<file path="config.mk">
export PLATFORM = sky130hd
export DESIGN_NAME = mux_scan_n
export DESIGN_NICKNAME = d
export VERILOG_FILES = /design/src/rtl/mux_scan_n.sv
export SDC_FILE = /design/constraint.sdc
export NUM_CORES = 1
export LEC_CHECK = 0
export CORE_UTILIZATION = 32
export CTS_CLUSTER_SIZE = 14
export DETAILED_ROUTE_END_ITERATION = 6
export GPL_TIMING_DRIVEN = 1
export PLACE_DENSITY = 0.77
export SLEW_MARGIN = 30
export SYNTH_ARGS = -nofsm -noshare
export SYNTH_HDL_FRONTEND = slang
export SYNTH_SLANG_ARGS = --single-unit
</file>
<file path="constraint.sdc">
create_clock -name clk -period 1.9 [get_ports clk]
set_clock_uncertainty 0.05 [all_clocks]
set_input_delay 0.38 -clock clk [delete_from_list [all_inputs] [get_ports clk]]
set_output_delay 0.38 -clock clk [all_outputs]
set_load 0.02 [all_outputs]
</file>
<file path="src/rtl/mux_scan_n.sv">
// mux_scan_n: N-channel registered mux with direct-select and round-robin
// scan modes, and a one-entry valid/ready output stage.
// Ports:
//   clk, rst      rising-edge clock, async active-high reset
//   din  [N*W]    packed channels, channel k at din[k*W +: W]
//   sel  [SW]     channel select used in direct mode
//   mode          0 = direct, 1 = scan
//   en            capture enable
//   mask [N]      channel enables (only with MUX_SCAN_MASK_EN)
//   y    [W]      registered selected sample
//   y_ch [SW]     channel index of the sample in y
//   y_valid       y/y_ch hold an unconsumed sample
//   y_ready       downstream accepts the sample
// Optional feature macro: MUX_SCAN_MASK_EN adds per-channel masking.
module mux_scan_n #(
   parameter int W = 8,
   parameter int N = 8,
   localparam int SW = (N > 2) ? $clog2(N) : 1
) (
   input  logic           clk,
   input  logic           rst,
   input  logic [N*W-1:0] din,
   input  logic [SW-1:0]  sel,
   input  logic           mode,
   input  logic           en,
`ifdef MUX_SCAN_MASK_EN
   input  logic [N-1:0]   mask,
`endif
   output logic [W-1:0]   y,
   output logic [SW-1:0]  y_ch,
   output logic           y_valid,
   input  logic           y_ready
);

   localparam int SW1 = SW + 1;
   localparam logic [SW:0] N_L = SW1'(N);

   typedef enum logic {EMPTY, FULL} state_t;

   state_t        state_q;
   logic [W-1:0]  y_q;
   logic [SW-1:0] ych_q;
   logic [SW-1:0] ptr_q, ptr_d;
   logic          mode_q;

   logic          take, slot, cap, elig;
   logic [SW-1:0] ptr_eff, tgt, ptr_inc;

`ifdef MUX_SCAN_MASK_EN
   logic          found;
   logic [SW-1:0] tgt_s;
   logic [SW:0]   idx;
`endif

   assign y       = y_q;
   assign y_ch    = ych_q;
   assign y_valid = (state_q == FULL);

   always_comb begin
      take = y_valid & y_ready;
      slot = ~y_valid | take;
      // Entering scan mode restarts the sweep at channel 0.
      ptr_eff = (mode & ~mode_q) ? '0 : ptr_q;
      tgt  = '0;
      elig = 1'b0;
`ifdef MUX_SCAN_MASK_EN
      found = 1'b0;
      tgt_s = '0;
      idx   = '0;
      // First enabled channel at or after ptr_eff, cyclic over N.
      for (int i = 0; i < N; i++) begin
         idx = {1'b0, ptr_eff} + SW1'(i);
         if (idx >= N_L) idx = idx - N_L;
         if (!found && mask[idx[SW-1:0]]) begin
            found = 1'b1;
            tgt_s = idx[SW-1:0];
         end
      end
      if (mode) begin
         tgt  = tgt_s;
         elig = found;
      end else begin
         tgt  = sel;
         elig = ({1'b0, sel} < N_L) && mask[sel];
      end
`else
      if (mode) begin
         tgt  = ptr_eff;
         elig = 1'b1;
      end else begin
         tgt  = sel;
         elig = ({1'b0, sel} < N_L);
      end
`endif
      cap = en & slot & elig;
      // Wrap at N-1, not at 2^SW-1.
      ptr_inc = ({1'b0, tgt} == N_L - SW1'(1)) ? '0 : tgt + SW'(1);
      ptr_d = ptr_q;
      if (mode) ptr_d = cap ? ptr_inc : ptr_eff;
   end

   always_ff @(posedge clk or posedge rst) begin
      if (rst) begin
         state_q <= EMPTY;
         y_q     <= '0;
         ych_q   <= '0;
         ptr_q   <= '0;
         mode_q  <= 1'b0;
      end else begin
         mode_q <= mode;
         ptr_q  <= ptr_d;
         unique case (state_q)
            EMPTY: begin
               if (cap) begin
                  y_q     <= din[tgt*W +: W];
                  ych_q   <= tgt;
                  state_q <= FULL;
               end
            end
            FULL: begin
               if (cap) begin
                  y_q   <= din[tgt*W +: W];
                  ych_q <= tgt;
               end else if (y_ready) begin
                  state_q <= EMPTY;
               end
            end
            default: state_q <= EMPTY;
         endcase
      end
   end

endmodule

</file>
Word level (Yosys, flattened, before mapping):

Cells that the tools add are included.

* add/subtract/negate cells: 1
* eq/ne operators: 1
* shift-type cells: 1
* muxes and demuxes: 10
* bitwise gates (word level): 6

Operators by type and width (number)
* 64-bit by 7-bit variable part select with 8-bit output: 1
* 3-bit 2-to-1 mux: 5
* 8-bit 2-to-1 mux: 1
* 3-bit by 1-bit adder with 3-bit output (second input constant): 1
* 1-bit bitwise AND: 3
* 3-bit equality test (second input constant): 1
* 1-bit 2-to-1 mux: 3
* 1-bit NOT: 2
* 1-bit case mux with 2 select lines: 1
* 1-bit OR: 1

* bits in registers: 16
* input port bits: 72
* output and inout bits: 12
* logic and storage cells: 24

Longest topological paths before layout:

* depth after elaboration: 7
* gate-level depth with buffers: 7
* depth with buffers taken out: 5

Least setup slack after synthesis:

No wires, ideal clock.

* path type: reg2reg
* from: register mode_q
* to: register y_q[7], in the netlist y[7]
* library setup time: 0.126 ns
* data arrival time: 1.651 ns
* required time: 1.724 ns
* setup slack: 0.073 ns
* cell stages (with the launch flop): 6
* path buffers: 1
* period minus slack after synthesis: 1.827 ns
* cells stage by stage: dfrtp_1 > buf_6 > and3_4 > nor2_8 > mux4_2 > a221o_1

* word-level cells in the longest chain between the ends: 6

RTL lines
* from (decl): RTL line 44 `logic mode_q;`
* from (signal assigned): RTL line 110 `mode_q <= mode;`
* 1-bit NOT: RTL line 63 `ptr_eff = (mode & ~mode_q) ? '0 : ptr_q;`
* 1-bit bitwise AND: RTL line 63
* 3-bit 2-to-1 mux: RTL line 63
* 3-bit 2-to-1 mux: RTL line 87 `if (mode) begin`
* 64-bit by 7-bit variable part select with 8-bit output: RTL line 115, 122
* 8-bit 2-to-1 mux: RTL line 114, 121
* to (signal assigned): RTL line 115 `y_q <= din[tgt*W +: W];`
* to (signal assigned): RTL line 122 `y_q <= din[tgt*W +: W];`
* to (decl): RTL line 41 `logic [W-1:0] y_q;`

Every way passes these cells. The select of a mux whose other input is x is not followed.
A chain may end at the register's enable or synchronous reset.

Worst setup path after layout:

* from: register ptr_q[0]
* to: register y_q[0], in the netlist y[0]

* word-level cells in the longest chain between the ends: 4

RTL lines
* from (decl): RTL line 43 `logic [SW-1:0] ptr_q, ptr_d;`
* from (signal assigned): RTL line 111 `ptr_q <= ptr_d;`
* 3-bit 2-to-1 mux: RTL line 63
* 3-bit 2-to-1 mux: RTL line 87
* 64-bit by 7-bit variable part select with 8-bit output: RTL line 115, 122
* 8-bit 2-to-1 mux: RTL line 114, 121

Every way passes these cells. The select of a mux whose other input is x is not followed.

==> impl_metrics.tcl <==
set metrics [dict create \
    setup.worst_path.end_class "flip-flop" \
    post_synth_num_cell_types 33 \
    synth_warnings 0 \
    core_sq_um 3690 \
    crit_slowest_cell "sky130_fd_sc_hd__mux4_1" \
    buffer_ports.inserted 83 \
    timing.critical_path.fanout_max 5 \
    flow.area_growth_from_synthesis_pct 82.4 \
    tritoncts_clock_tree "built" \
    crit_buf_inv 1 \
    grt_pass1_wl_mm 6.09 \
    min_path_type "primary input to async pin" \
    power_density_nw_per_um2 601 \
    die-width_um 64.2 \
    drtPass1Iterations 5 \
    final_min_period_over_clock_period 0.958 \
    mappedNetlistNets 190 \
    number_of_global_route_vias_before_repair 1410 \
    drive_gt1_frac 0.138 \
    h-tree-depth 1 \
    vias 1328 \
    synth_seq_cells 16 \
    place_hpwl_mm 3.10 \
    wire_length_after_detailed_routing_mm 3.68 \
    worstReg2RegStart "ptr_q[0]$_DFFE_PP0P_" \
    start_util 0.336 \
    synth_edf_count 0 \
    route.detailed.wl_per_inst_um 14.3 \
    post-route-min-period_ns 1.82 \
    synth.cells.most_frequent "sky130_fd_sc_hd__dfrtp_1, sky130_fd_sc_hd__nand2_1, sky130_fd_sc_hd__mux2i_1" \
    global_route.overflow_total 0 \
    met2_wirelength_mm 2.01 \
    sequential_cell_area_sq_um 400 \
    final-instance-count-excl-fill 258 \
    std_cell_rows 22 \
    highest_layer "met4" \
    timing.final.max_slew_violations 0 \
    crit_path_max_incr_delay_ns 0.53 \
    worstSetupPathDepth 6 \
    synth_top_area_cell "sky130_fd_sc_hd__dfrtp_1" \
    route.met3.wl_um 241 \
    total_track_usage 0.195 \
    place_ws_ns -0.491 \
    cts.sink_count 16 \
    die_h_um 64.2 \
    final.setup.worst_slack_ns 0.0798 \
    timing_worst_slew_pin_value_ns 0.608 \
    headroom_to_the_max_slew_limit 0.594 \
    fin_nets 283 \
    dpl.cell_count 253 \
    cts.root.buffer_cell "sky130_fd_sc_hd__clkbuf_8" \
    clk_latency_ns 0.26 \
    worst-endpoint-arrival_ns 1.91 \
    placement.cell_area_sq_um 2200 \
    result_of_the_run "complete, no violations" \
    cts.clk_slew.worst_paths_ns 0.07 \
    floorplan.io_pins 84 \
    cp_top_family "multiplexers" \
    vias_per_cell 5.15 \
    syn_area_per_cell_sq_um 10.5 \
    n_antenna_cell 0 \
    share_of_synthesized_flip_flops_with_an_asynchronous_set_or_reset 1.00 \
    multi_input_comb_area_sq_um 758 \
    crit_path_cell_trace "and3_4 > nor2_8 > buf_12 > mux4_1 > nand2_1 > a31oi_1" \
    routedLengthMet1_mm 1.39 \
    tritoncts.num_buffers 3 \
    finalCoreUtilization 0.613 \
    fin_area_sq_um 2260 \
    die_area_sq_um 4120 \
    synth.top_cell.area_share 0.323 \
    post-route-drc-count 0 \
    critPathKind "flip-flop to flip-flop" \
    yosys.cell_count.top_type "sky130_fd_sc_hd__dfrtp_1" \
    post_synth_instance_area_sq_um 1240 \
    crit_path_start_kind "flip-flop" \
    detail_route.iter0.violations 35 \
    postRouteAntennaNets 0 \
    ff2ff_setup_slack_ns 0.08 \
    total_leakage_power_uw 0.000960 \
    grt_setup_unrepaired "false" \
    hold_violations 0 \
    antenna_violations_before_repair 0 \
    cts-hold-fix-buffers 0 \
    clockBufferDepth 2 \
    synthFlopType "sky130_fd_sc_hd__dfrtp_1" \
    vdd_drop_max_mv 0.222 \
    syn_inst 118 \
    max-cap-violations 0 \
    main_area_contributors_after_synthesis "sky130_fd_sc_hd__dfrtp_1, sky130_fd_sc_hd__mux4_2, sky130_fd_sc_hd__mux2i_1" \
    synth_sequential_area_ratio 0.323 \
    fillers 324 \
    grt_start_max_net_pins 26 \
    worst_r2r_endpoint "y[0]$_DFFE_PP0P_" \
    report.final.setup_viol 0 \
    fmax_ghz 0.549 \
    routability_congestion_estimate_from_global_placement 0.851 \
    timing.reg2reg.worst_path_depth 6 \
    worstPathRequired_ns 1.99 \
]
-- state kept, by name, indices dropped and copies added (netlist names) --
| name | count |
|---|---|
| y | 8 |
| y_valid | 1 |
| y_ch | 3 |
| ptr_q | 3 |
| mode_q | 1 |
-- worst register-to-register path, delay by kind of cell, from the launching register on --
family / cells / cell delay [ns]
AO/OA/AOI/OAI: 1 / 0.08
buffers and inverters: 1 / 0.14
AND/OR/NAND/NOR: 3 / 0.49
multiplexers: 1 / 0.53
flip-flops: 1 / 0.41
-- cell families after synthesis --
group,synth area share
AND/OR/NAND/NOR,0.142
buffers and inverters,0.0677
multiplexers,0.227
flip-flops,0.323
AO/OA/AOI/OAI,0.239
-- metrics by stage --
stage | hold WS, ns | total power (uW) | setup TNS [ns]
6_report | 0.442 | 1360 | 0
5_1_grt | 0.472 | 1430 | 0
4_1_cts | 0.451 | 1370 | 0
3_5_place_dp | 0.433 | 1050 | -4.05
3_3_place_gp | 0.417 | 1040 | -3.33
2_1_floorplan | 0.244 | 732 | 0
-- timing repair --
item,4_1_cts,5_1_grt
setup buffers,1,0
setup endpoints to repair,8,0
hold endpoints to repair,0,0
resized for setup,3,0
-- report_power, final --
group | total, uW | switching [uW] | internal, uW
Sequential | 438 | 42.9 | 395
Clock | 314 | 129 | 184
Combinational | 607 | 245 | 362
Total | 1360 | 417 | 942
-- cell usage in the layout, fill, tap and decap left out, drive strengths merged, types with 2 or more instances in the layout --
cell type / count
mux4: 8
nor2: 9
buf: 14
nand2: 15
mux2i: 9
and3: 2
clkbuf: 4
clkdlybuf4s50: 81
inv: 4
dlygate4sd2: 2
dfrtp: 16
a21oi: 4
nand2b: 3
a211oi: 2
o21ai: 4
a221oi: 8
a31oi: 8
a211o: 7
-- worst max path at each step --
stage / endpoint / slack (ns) / start
floorplan: y[7]$_DFFE_PP0P_ / 0.07 / mode_q$_DFF_PP0_
global placement: y[0]$_DFFE_PP0P_ / -0.42 / mode
detailed placement: y[2]$_DFFE_PP0P_ / -0.49 / mode
CTS: y[0]$_DFFE_PP0P_ / 0.08 / ptr_q[0]$_DFFE_PP0P_
global route: y[2]$_DFFE_PP0P_ / 0.005 / ptr_q[0]$_DFFE_PP0P_
finish: y[0]$_DFFE_PP0P_ / 0.08 / ptr_q[0]$_DFFE_PP0P_
-- routing by layer --
| metal | GRT usage | vias to the layer above |
|---|---|---|
| li1 | - | 642 |
| met1 | 0.201 | 623 |
| met2 | 0.382 | 59 |
| met3 | 0.0357 | 4 |
| met4 | 0.0750 | 0 |
| met5 | 0 | - |
-- area by class of cell --
| type | instances | area share |
|---|---|---|
| inverter | 4 | 0.00664 |
| tap | 48 | 0.0266 |
| timing repair buffer | 97 | 0.430 |
| multi-input combinational | 89 | 0.336 |
| sequential | 16 | 0.177 |
| clock buffer | 4 | 0.0244 |
No activity file was read; power rests on OpenSTA's default activity.
